<file path="src/rtl/fme_refine_ctrl_if.sv">
// fme_refine_ctrl_if: bus bundle between the FME refinement controller and its IME source,
// SATD engine, cost block and downstream consumer. Signal suffixes are from the controller's view.
// Ports (grouped):
//   IME partition in : blk_valid_i, blk_ready_o, blk_mv_{x,y}_i, blk_mvp_{x,y}_i
//   SATD/cost block  : satd_start_o, satd_done_i, half_o, mv_{x,y}_o, mvp_{x,y}_o,
//                      cost_valid_i, bcost_i, bcand_{x,y}_i
//   Result out       : res_valid_o, res_ready_i, res_mv_{x,y}_o, res_cost_o
//   Status           : blk_idx_o, err_o
// Modports: slave = controller, master = surrounding environment.
`ifndef BIT_DEPTH
`define BIT_DEPTH 8
`endif
interface fme_refine_ctrl_if #(
    parameter int FMVD_LEN  = 8,
    parameter int SATD_BITS = `BIT_DEPTH + 10
);
    logic                 blk_valid_i;
    logic                 blk_ready_o;
    logic [FMVD_LEN-1:0]  blk_mv_x_i;
    logic [FMVD_LEN-1:0]  blk_mv_y_i;
    logic [FMVD_LEN-1:0]  blk_mvp_x_i;
    logic [FMVD_LEN-1:0]  blk_mvp_y_i;
    logic                 satd_start_o;
    logic                 satd_done_i;
    logic                 half_o;
    logic [FMVD_LEN-1:0]  mv_x_o;
    logic [FMVD_LEN-1:0]  mv_y_o;
    logic [FMVD_LEN-1:0]  mvp_x_o;
    logic [FMVD_LEN-1:0]  mvp_y_o;
    logic                 cost_valid_i;
    logic [SATD_BITS:0]   bcost_i;
    logic [1:0]           bcand_x_i;
    logic [1:0]           bcand_y_i;
    logic                 res_valid_o;
    logic                 res_ready_i;
    logic [FMVD_LEN-1:0]  res_mv_x_o;
    logic [FMVD_LEN-1:0]  res_mv_y_o;
    logic [SATD_BITS:0]   res_cost_o;
    logic [3:0]           blk_idx_o;
    logic                 err_o;

    modport slave (
        input  blk_valid_i, blk_mv_x_i, blk_mv_y_i, blk_mvp_x_i, blk_mvp_y_i,
               satd_done_i, cost_valid_i, bcost_i, bcand_x_i, bcand_y_i, res_ready_i,
        output blk_ready_o, satd_start_o, half_o, mv_x_o, mv_y_o, mvp_x_o, mvp_y_o,
               res_valid_o, res_mv_x_o, res_mv_y_o, res_cost_o, blk_idx_o, err_o
    );

    modport master (
        output blk_valid_i, blk_mv_x_i, blk_mv_y_i, blk_mvp_x_i, blk_mvp_y_i,
               satd_done_i, cost_valid_i, bcost_i, bcand_x_i, bcand_y_i, res_ready_i,
        input  blk_ready_o, satd_start_o, half_o, mv_x_o, mv_y_o, mvp_x_o, mvp_y_o,
               res_valid_o, res_mv_x_o, res_mv_y_o, res_cost_o, blk_idx_o, err_o
    );
endinterface

</file>
<file path="src/rtl/fme_refine_ctrl.sv">
// fme_refine_ctrl: sequences half-pel then quarter-pel refinement per partition and hands out the refined MV/cost.
// Ports: clk_i, rst_n_i (async active-low), bus (fme_refine_ctrl_if.slave: IME input, SATD/cost block, result, status).
// Option macro FME_QPEL_EN: defined = half then quarter step; undefined = half step only (half_o stays 1).
`ifndef BIT_DEPTH
`define BIT_DEPTH 8
`endif
module fme_refine_ctrl #(
    parameter int FMVD_LEN  = 8,
    parameter int SATD_BITS = `BIT_DEPTH + 10,
    parameter int NUM_BLK   = 16
) (
    input  logic               clk_i,
    input  logic               rst_n_i,
    fme_refine_ctrl_if.slave   bus
);
`ifdef FME_QPEL_EN
    localparam bit QPEL = 1'b1;
`else
    localparam bit QPEL = 1'b0;
`endif

    typedef enum logic [2:0] {IDLE, H_REQ, H_WAIT, Q_REQ, Q_WAIT, OUT} state_t;

    state_t              state_q, state_d;
    logic [FMVD_LEN-1:0] mv_x_q, mv_x_d, mv_y_q, mv_y_d, mvp_x_q, mvp_x_d, mvp_y_q, mvp_y_d;
    logic [FMVD_LEN-1:0] res_mv_x_q, res_mv_x_d, res_mv_y_q, res_mv_y_d;
    logic [SATD_BITS:0]  res_cost_q, res_cost_d;
    logic [3:0]          idx_q, idx_d;
    logic                half_q, half_d, err_q, err_d;
    logic                wait_hit, last_hit, accept, handoff;
    logic [FMVD_LEN-1:0] nx, ny;
    logic                unused_satd_done;

    // Saturating mv + dec(c), doubled on the half step; two guard bits detect overflow.
    function automatic logic [FMVD_LEN-1:0] step(input logic [FMVD_LEN-1:0] mv, input logic [1:0] c, input logic dbl);
        logic [1:0]          d;
        logic [2:0]          off;
        logic [FMVD_LEN+1:0] s;
        d   = (c == 2'b01 || c == 2'b11) ? c : 2'b00;
        off = dbl ? {d, 1'b0} : {d[1], d};
        s   = {{2{mv[FMVD_LEN-1]}}, mv} + {{(FMVD_LEN-1){off[2]}}, off};
        return (s[FMVD_LEN+1:FMVD_LEN-1] == 3'b000 || s[FMVD_LEN+1:FMVD_LEN-1] == 3'b111) ? s[FMVD_LEN-1:0]
             : {s[FMVD_LEN+1], {(FMVD_LEN-1){~s[FMVD_LEN+1]}}};
    endfunction

    assign unused_satd_done = bus.satd_done_i;
    assign accept   = state_q == IDLE && bus.blk_valid_i;
    assign handoff  = state_q == OUT && bus.res_ready_i;
    assign wait_hit = (state_q == H_WAIT || state_q == Q_WAIT) && bus.cost_valid_i;
    // Final step is the quarter step, or the half step when quarter refinement is compiled out.
    assign last_hit = wait_hit && (state_q == Q_WAIT || !QPEL);
    assign nx = step(mv_x_q, bus.bcand_x_i, state_q == H_WAIT);
    assign ny = step(mv_y_q, bus.bcand_y_i, state_q == H_WAIT);

    always_ff @(posedge clk_i or negedge rst_n_i) begin
        if (!rst_n_i) begin
            state_q <= IDLE;
        end else begin
            state_q <= state_d;
        end
    end

    always_comb begin
        state_d = state_q;
        case (state_q)
            IDLE:    state_d = bus.blk_valid_i ? H_REQ : IDLE;
            H_REQ:   state_d = H_WAIT;
            H_WAIT:  state_d = bus.cost_valid_i ? (QPEL ? Q_REQ : OUT) : H_WAIT;
            Q_REQ:   state_d = Q_WAIT;
            Q_WAIT:  state_d = bus.cost_valid_i ? OUT : Q_WAIT;
            OUT:     state_d = bus.res_ready_i ? IDLE : OUT;
            default: state_d = IDLE;
        endcase
    end

    always_comb begin
        mv_x_d     = accept ? bus.blk_mv_x_i  : wait_hit ? nx : mv_x_q;
        mv_y_d     = accept ? bus.blk_mv_y_i  : wait_hit ? ny : mv_y_q;
        mvp_x_d    = accept ? bus.blk_mvp_x_i : mvp_x_q;
        mvp_y_d    = accept ? bus.blk_mvp_y_i : mvp_y_q;
        half_d     = accept ? 1'b1 : (wait_hit && QPEL) ? 1'b0 : half_q;
        err_d      = err_q | (wait_hit && (bus.bcand_x_i == 2'b10 || bus.bcand_y_i == 2'b10));
        res_mv_x_d = last_hit ? nx : res_mv_x_q;
        res_mv_y_d = last_hit ? ny : res_mv_y_q;
        res_cost_d = last_hit ? bus.bcost_i : res_cost_q;
        idx_d      = handoff ? ((idx_q == 4'(NUM_BLK - 1)) ? 4'd0 : idx_q + 4'd1) : idx_q;
    end

    always_ff @(posedge clk_i or negedge rst_n_i) begin
        if (!rst_n_i) begin
            mv_x_q     <= '0;
            mv_y_q     <= '0;
            mvp_x_q    <= '0;
            mvp_y_q    <= '0;
            half_q     <= 1'b0;
            err_q      <= 1'b0;
            res_mv_x_q <= '0;
            res_mv_y_q <= '0;
            res_cost_q <= '0;
            idx_q      <= '0;
        end else begin
            mv_x_q     <= mv_x_d;
            mv_y_q     <= mv_y_d;
            mvp_x_q    <= mvp_x_d;
            mvp_y_q    <= mvp_y_d;
            half_q     <= half_d;
            err_q      <= err_d;
            res_mv_x_q <= res_mv_x_d;
            res_mv_y_q <= res_mv_y_d;
            res_cost_q <= res_cost_d;
            idx_q      <= idx_d;
        end
    end

    always_comb begin
        bus.blk_ready_o  = state_q == IDLE;
        bus.satd_start_o = state_q == H_REQ || state_q == Q_REQ;
        bus.res_valid_o  = state_q == OUT;
        bus.half_o       = half_q;
        bus.mv_x_o       = mv_x_q;
        bus.mv_y_o       = mv_y_q;
        bus.mvp_x_o      = mvp_x_q;
        bus.mvp_y_o      = mvp_y_q;
        bus.res_mv_x_o   = res_mv_x_q;
        bus.res_mv_y_o   = res_mv_y_q;
        bus.res_cost_o   = res_cost_q;
        bus.blk_idx_o    = idx_q;
        bus.err_o        = err_q;
    end
endmodule

</file>
<file path="src/flat_wrapper.sv">
// flat-port wrapper written by rule: the top's interface ports become plain ports
module fme_refine_ctrl_flat 
#(
    parameter int FMVD_LEN  = 8,
    parameter int SATD_BITS = `BIT_DEPTH + 10,
    parameter int NUM_BLK   = 16
)
  (clk_i, rst_n_i, bus_blk_valid_i, bus_blk_mv_x_i, bus_blk_mv_y_i, bus_blk_mvp_x_i, bus_blk_mvp_y_i, bus_satd_done_i, bus_cost_valid_i, bus_bcost_i, bus_bcand_x_i, bus_bcand_y_i, bus_res_ready_i, bus_blk_ready_o, bus_satd_start_o, bus_half_o, bus_mv_x_o, bus_mv_y_o, bus_mvp_x_o, bus_mvp_y_o, bus_res_valid_o, bus_res_mv_x_o, bus_res_mv_y_o, bus_res_cost_o, bus_blk_idx_o, bus_err_o);
  fme_refine_ctrl_if #(.FMVD_LEN(FMVD_LEN), .SATD_BITS(SATD_BITS)) bus_i ();
  input  logic clk_i;
  input  logic rst_n_i;
  input wire logic [$bits(bus_i.blk_valid_i)-1:0] bus_blk_valid_i;
  input wire logic [$bits(bus_i.blk_mv_x_i)-1:0] bus_blk_mv_x_i;
  input wire logic [$bits(bus_i.blk_mv_y_i)-1:0] bus_blk_mv_y_i;
  input wire logic [$bits(bus_i.blk_mvp_x_i)-1:0] bus_blk_mvp_x_i;
  input wire logic [$bits(bus_i.blk_mvp_y_i)-1:0] bus_blk_mvp_y_i;
  input wire logic [$bits(bus_i.satd_done_i)-1:0] bus_satd_done_i;
  input wire logic [$bits(bus_i.cost_valid_i)-1:0] bus_cost_valid_i;
  input wire logic [$bits(bus_i.bcost_i)-1:0] bus_bcost_i;
  input wire logic [$bits(bus_i.bcand_x_i)-1:0] bus_bcand_x_i;
  input wire logic [$bits(bus_i.bcand_y_i)-1:0] bus_bcand_y_i;
  input wire logic [$bits(bus_i.res_ready_i)-1:0] bus_res_ready_i;
  output wire logic [$bits(bus_i.blk_ready_o)-1:0] bus_blk_ready_o;
  output wire logic [$bits(bus_i.satd_start_o)-1:0] bus_satd_start_o;
  output wire logic [$bits(bus_i.half_o)-1:0] bus_half_o;
  output wire logic [$bits(bus_i.mv_x_o)-1:0] bus_mv_x_o;
  output wire logic [$bits(bus_i.mv_y_o)-1:0] bus_mv_y_o;
  output wire logic [$bits(bus_i.mvp_x_o)-1:0] bus_mvp_x_o;
  output wire logic [$bits(bus_i.mvp_y_o)-1:0] bus_mvp_y_o;
  output wire logic [$bits(bus_i.res_valid_o)-1:0] bus_res_valid_o;
  output wire logic [$bits(bus_i.res_mv_x_o)-1:0] bus_res_mv_x_o;
  output wire logic [$bits(bus_i.res_mv_y_o)-1:0] bus_res_mv_y_o;
  output wire logic [$bits(bus_i.res_cost_o)-1:0] bus_res_cost_o;
  output wire logic [$bits(bus_i.blk_idx_o)-1:0] bus_blk_idx_o;
  output wire logic [$bits(bus_i.err_o)-1:0] bus_err_o;
  assign bus_i.blk_valid_i = bus_blk_valid_i;
  assign bus_i.blk_mv_x_i = bus_blk_mv_x_i;
  assign bus_i.blk_mv_y_i = bus_blk_mv_y_i;
  assign bus_i.blk_mvp_x_i = bus_blk_mvp_x_i;
  assign bus_i.blk_mvp_y_i = bus_blk_mvp_y_i;
  assign bus_i.satd_done_i = bus_satd_done_i;
  assign bus_i.cost_valid_i = bus_cost_valid_i;
  assign bus_i.bcost_i = bus_bcost_i;
  assign bus_i.bcand_x_i = bus_bcand_x_i;
  assign bus_i.bcand_y_i = bus_bcand_y_i;
  assign bus_i.res_ready_i = bus_res_ready_i;
  assign bus_blk_ready_o = bus_i.blk_ready_o;
  assign bus_satd_start_o = bus_i.satd_start_o;
  assign bus_half_o = bus_i.half_o;
  assign bus_mv_x_o = bus_i.mv_x_o;
  assign bus_mv_y_o = bus_i.mv_y_o;
  assign bus_mvp_x_o = bus_i.mvp_x_o;
  assign bus_mvp_y_o = bus_i.mvp_y_o;
  assign bus_res_valid_o = bus_i.res_valid_o;
  assign bus_res_mv_x_o = bus_i.res_mv_x_o;
  assign bus_res_mv_y_o = bus_i.res_mv_y_o;
  assign bus_res_cost_o = bus_i.res_cost_o;
  assign bus_blk_idx_o = bus_i.blk_idx_o;
  assign bus_err_o = bus_i.err_o;
  fme_refine_ctrl #(.FMVD_LEN(FMVD_LEN), .SATD_BITS(SATD_BITS), .NUM_BLK(NUM_BLK)) u_core (.clk_i(clk_i), .rst_n_i(rst_n_i), .bus(bus_i));
endmodule
</file>
<file path="config.mk">
export PLATFORM = sky130hd
export DESIGN_NAME = fme_refine_ctrl_flat
export DESIGN_NICKNAME = d
export VERILOG_FILES = /design/src/rtl/fme_refine_ctrl_if.sv /design/src/rtl/fme_refine_ctrl.sv /design/src/flat_wrapper.sv
export SDC_FILE = /design/constraint.sdc
export NUM_CORES = 1
export LEC_CHECK = 0
export ABC_CLOCK_PERIOD_IN_PS = 4280
export BUFFER_PORTS_ARGS = -buffer_cell sky130_fd_sc_hd__buf_2
export CAP_MARGIN = 20
export CORE_MARGIN = 4
export CORE_UTILIZATION = 35
export DETAILED_ROUTE_END_ITERATION = 8
export GPL_TIMING_DRIVEN = 1
export HOLD_SLACK_MARGIN = 0.12
export PLACE_DENSITY = 0.7
export SYNTH_ARGS = -nofsm -noshare
export SYNTH_HDL_FRONTEND = slang
export SYNTH_SLANG_ARGS = --single-unit
export TNS_END_PERCENT = 100
</file>
<file path="constraint.sdc">
create_clock -name clk_i -period 4.28 [get_ports clk_i]
set_clock_uncertainty 0.05 [all_clocks]
set_input_delay 0.428 -clock clk_i [delete_from_list [all_inputs] [get_ports clk_i]]
set_output_delay 0.428 -clock clk_i [all_outputs]
set_load 0.05 [all_outputs]
</file>
; ---- Word-level counts from Yosys, hierarchy flattened
; Cells that the tools add are included.
[word_totals]
output_inout_bits = 76
register_bits = 76
word_cells = 62
inputBits = 61
[classes]
add_sub_neg = 3
n_eq_ne = 14
n_mux = 16
n_bitwise = 3
n_reduce_logical = 15
[op_table]
columns = cell, n
row1 = two-way mux 8 bit, 6
row2 = adder 8 x 3 -> 9 bit, 2
row3 = one-hot mux 3 bit (6 select lines), 1
row4 = == test 3 bit (second input constant), 4
row5 = zero test 3 bit, 3
row6 = == test 2 bit (second input constant), 4
row7 = two-way mux 2 bit, 4
row8 = logical OR 1 bit, 7
row9 = == test 3 x 2 -> 1 bit (second input constant), 2
row10 = two-way mux 3 bit, 2
row11 = adder 4 x 1 -> 4 bit (second input constant), 1
row12 = == test 2 x 1 -> 1 bit (second input constant), 2
row13 = == test 4 bit (second input constant), 1
row14 = logical AND 1 bit, 4
row15 = two-way mux 4 bit, 1
row16 = == test 3 x 1 -> 1 bit (second input constant), 1
row17 = two-way mux 1 bit, 2
row18 = NOT 1 bit, 2
row19 = nonzero test 2 bit, 1
row20 = OR 1 bit, 1

; ---- Depth between registers and ports, before layout
[depth]
depth_word = 10
ltp_mapped = 11
depth_no_buf = 9

; ---- Worst setup path before layout
; No wires, ideal clock.
[synth_timing]
kind = register to register
startpoint = register u_core.state_q[1]
endpoint = register u_core.mv_x_q[1], in the netlist u_core.bus.mv_x_o[1]
n_path_buf = 4
stages_incl_launch_ff = 9
setup_ps = 87
slack_ps = 1523
arrival_ps = 2620
required_time_ps = 4143
synth_period_minus_slack_ps = 2757
cell_sequence = dfrtp_1 -> buf_2 -> nor3_1 -> and2_1 -> buf_2 -> buf_2 -> buf_2 -> a22oi_1 -> o211ai_1
[synth_between]
word_cells_on_any_way = 16
classes_between = add/sub: 1 / eq/ne: 3 / mux: 4 / bitwise: 1 / reduce/logical: 7
[synth_rtl]
columns = element, line
row1 = from (decl), fme_refine_ctrl.sv:24  ; state_t state_q, state_d;
row2 = from (signal assigned), fme_refine_ctrl.sv:59  ; state_q <= state_d;
row3 = zero test 3 bit *, -
row4 = via bus_blk_ready_o, flat_wrapper.sv:23  ; output wire logic [$bits(bus_i.blk_ready_o)-1:0] bus_blk_ready_o;
row5 = logical AND 1 bit *, fme_refine_ctrl.sv:47  ; assign accept = state_q == IDLE && bus.blk_valid_i;
row6 = two-way mux 8 bit / nonzero test 2 bit (equally long branches), -
row7 = to (signal assigned), fme_refine_ctrl.sv:102  ; mv_x_q <= mv_x_d;
row8 = to (decl), fme_refine_ctrl.sv:25  ; logic [FMVD_LEN-1:0] mv_x_q, mv_x_d, mv_y_q, mv_y_d, mvp_x_q, mvp_x_d, mvp_y_q, mvp_y_d;
; The timed path passes the listed nets; every way through them passes the cells marked *. The select of a mux whose other input is x is not followed.
; A chain may end at the register's enable or synchronous reset.

; ---- Final worst setup path
[layout_timing]
startpoint = register u_core.state_q[0]
endpoint = register u_core.mv_x_q[0], in the netlist u_core.bus.mv_x_o[0]
[layout_between]
elab_chain_len = 8
word_cells_on_any_way = 16
classes_between = add/sub: 1 / eq/ne: 3 / mux: 4 / bitwise: 1 / reduce/logical: 7
[layout_lines]
columns = element, line
row1 = == test 3 x 2 -> 1 bit, "fme_refine_ctrl.sv:49, fme_refine_ctrl.sv:52"
row2 = two-way mux 2 bit, fme_refine_ctrl.sv:40  ; off = dbl ? {d, 1'b0} : {d[1], d};
row3 = adder 8 x 3 -> 9 bit, fme_refine_ctrl.sv:41  ; s = {{2{mv[FMVD_LEN-1]}}, mv} + {{(FMVD_LEN-1){off[2]}}, off};
row4 = == test 3 bit / zero test 3 bit (equally long branches), fme_refine_ctrl.sv:42  ; return (s[FMVD_LEN+1:FMVD_LEN-1] == 3'b000 || s[FMVD_LEN+1:FMVD_LEN-1] == 3'b111) ? s[FMVD_LEN-1:0]
row5 = logical OR 1 bit, fme_refine_ctrl.sv:42
row6 = two-way mux 8 bit, fme_refine_ctrl.sv:42
row7 = two-way mux 8 bit (2 in a row), fme_refine_ctrl.sv:77  ; mv_x_d = accept ? bus.blk_mv_x_i : wait_hit ? nx : mv_x_q;
; Parallel ways exist; a longest one is shown, timed or not. The select of a mux whose other input is x is not followed.

==> metrics <==
cts bufs inserted 9; initial antenna violation count 0; Final Slew Violations 0; layout cells sized above 1 a little over a third; per-cell routed wire length ~16 um; class of the worst hold path in2async; Starting DRT DRC Count between 200 and 250; Cell Area, Synth 4000 um2; post-layout util between 40% and 50%; DRC violations left 0; Seq/Total Area, Yosys a little under half; core area roughly 11,000 um2; Vias/cell about 5.2; std cell rows 38; max cap viols 0; Worst-path clk slew about 60 ps; TritonCTS clock tree done; Synth Instances about 390; critical path fanouts, max 10; GP Congestion approximately 0.83; first-pass GRT wire length around 17,000 um; worst slew pin tran between 900 and 1000 ps; clk_lat worst skew around 340 ps; Arr. time, crit path around 3500 ps; effective utilization at floorplan between 30 and 40%; setup bufs post-CTS 0; io pins approximately 140; setup TNS 0 ps; Synth Warn # 0; Resize count post-CTS 0; Die X roughly 110 um; Setup WS pre-CTS between 1000 and 1500 ps; Max Clock Freq between 300 and 400 MHz; Mapped Nets 474; Startpoint Class register; PortBufs around 140; HPWL Detailed 7750 um; GRT Overall Usage ~16%; final setup vio count 0; fin area roughly 5000 um2; largest net degree at the start of global routing between 70 and 80; fill cell count ~1,000; remaining antenna violation count 0; status complete, no violations; final-report hold violation count 0; Die ar. 13,200 um2; post-place instance area between 4000 and 5000 um2; endpoint class of the critical path register; # clock sinks 76; Unique masters post-synth 59; Slew HR about a third; final period utilization 75.8%; syn avg cell area between 10 and 15 um2; CTS Hold Bufs 0; area delta synth->final 27.0%; min cycle time layout about 3200 ps; TritonRoute pass-1 iters 5; antenna cells 0; Layout Nets around 600; CP Data Required Time 4490 ps; gr ovfl total 0; flops & latches, synth 76; prevailing post-synth register cell dfrtp_1; number of global-route vias before repair between 3,000 and 4,000; Max Buffers Root-to-Sink 2; FFs w/ async S/R, synth between 90% and 100%; CTS root buffer clkbuf_16; Setup WS post-layout slightly above 1000 ps; routed via count roughly 3,500; Post-synth EDFFs 0; Detailed Route WL roughly 11,000 um; Die H between 100 and 150 um; critical path type reg2reg; H-tree depth 3; unrepaired setup endpoints after global routing no
-- critical path: stages (launching register included) --
cell and delay, ps:
dfrtp_1 460, nor3b_1 480, o21a_1 250, ha_1 260, a211oi_1 390, nor3b_1 150, o21ai_0 500, nand4_2 400
o211ai_1 210
-- cells by family after synthesis --
kind of cell	synth area share (%)
mux	5.04
fa+ha+maj	6.33
compound gates	18.2
simple gates	17.4
flops	47.6
xor+xnor	1.97
buf+inv	3.45
-- registers in the layout, indices dropped and copies added, names as in the netlist --
register               flops
u_core.bus.res_mv_x_o      8
u_core.bus.res_cost_o     19
u_core.bus.mvp_y_o         8
u_core.bus.mv_x_o          8
u_core.bus.err_o           1
u_core.state_q             3
u_core.bus.half_o          1
u_core.bus.res_mv_y_o      8
u_core.bus.mvp_x_o         8
u_core.bus.blk_idx_o       4
u_core.bus.mv_y_o          8
-- layer usage --
| layer | part of all wire (%) | GRT usage (%) | up-vias |
|---|---|---|---|
| met3 | 8.5 | 5.68 | 13 |
| met4 | 0.97 | 3.99 | 0 |
| li1 | - | - | 1685 |
| met5 | 0 | 0 | - |
| met1 | 44 | 21.3 | 1656 |
| met2 | 46 | 25.8 | 133 |
-- through the flow --
stage          hold slack, ps  instances
2_1_floorplan            82.4        394
3_3_place_gp              389        650
3_5_place_dp              399        650
4_1_cts                   215        666
5_1_grt                   225        666
6_report                  187        666
-- synthesized netlist by cell type, types with 3 or more instances --
master	instances	share of area, %
nand3_1	13	1.6
nand3b_1	3	0.56
nand4_1	6	0.94
mux2_2	17	4.8
o21ai_0	19	2.4
o31ai_1	3	0.56
a22oi_1	13	2.4
a22o_1	5	1.1
a211o_2	3	0.75
or3b_2	3	0.66
dfrtp_1	76	48
a21o_1	8	1.5
xor2_1	4	0.88
ha_1	17	5.3
buf_2	9	1.1
nor2_1	8	0.75
xnor2_1	5	1.1
inv_1	8	0.75
o211ai_1	10	1.9
clkbuf_1	7	0.66
a31oi_1	4	0.63
or3_1	3	0.47
a21oi_1	9	1.1
nor3b_1	5	0.94
o21a_1	3	0.56
nor2b_1	5	0.78
and3_1	3	0.47
nand2_1	79	7.4
a221o_1	3	0.75
and2_1	4	0.63
-- final timing paths --
check / cells past startpoint / end / slack (ps) / from
setup / recovery: 8 / u_core.bus.mv_x_o[0] / 1040 / u_core.state_q[0]
hold / removal: 1 / u_core.bus.mvp_x_o[7] / 190 / rst_n_i
setup reg to reg: 8 / u_core.bus.mv_x_o[0] / 1040 / u_core.state_q[0]
hold reg to reg: 1 / u_core.bus.err_o / 410 / u_core.bus.err_o
max in group asynchronous: 1 / u_core.bus.res_cost_o[10] / 3350 / rst_n_i
min in group clk_i: 3 / u_core.bus.res_cost_o[2] / 230 / bus_bcost_i[2]
-- final cells by class --
| cell class | count | area [um2] | area share (%) |
|---|---|---|---|
| clock buffers | 10 | 239 | 4.71 |
| clock inverters | 6 | 70.1 | 1.38 |
| well taps | 140 | 175 | 3.45 |
| flip-flops and latches | 76 | 1900 | 37.5 |
| inverters | 8 | 30.0 | 0.592 |
| repair buffers | 138 | 701 | 13.8 |
| multi-input cells | 288 | 1960 | 38.6 |
-- cells in the final DEF, fill, tap and decap left out, types with 4 or more instances in the layout --
| master | count |
|---|---|
| nor2b_1 | 5 |
| a21oi_1 | 9 |
| o211ai_1 | 10 |
| xor2_1 | 4 |
| inv_1 | 8 |
| clkbuf_16 | 9 |
| ha_1 | 17 |
| buf_4 | 4 |
| mux2_2 | 17 |
| nand2_1 | 79 |
| dfrtp_1 | 76 |
| a31oi_1 | 4 |
| o21ai_0 | 19 |
| a21o_1 | 8 |
| xnor2_1 | 5 |
| nor2_1 | 8 |
| nor3b_1 | 5 |
| a22o_1 | 5 |
| nand3_1 | 13 |
| and2_1 | 4 |
| buf_2 | 134 |
| a22oi_1 | 13 |
| nand4_1 | 6 |
Power is left out: the tool's default activity adds up to more than one toggle a clock period on the data nets, which glitch-free logic cannot reach.
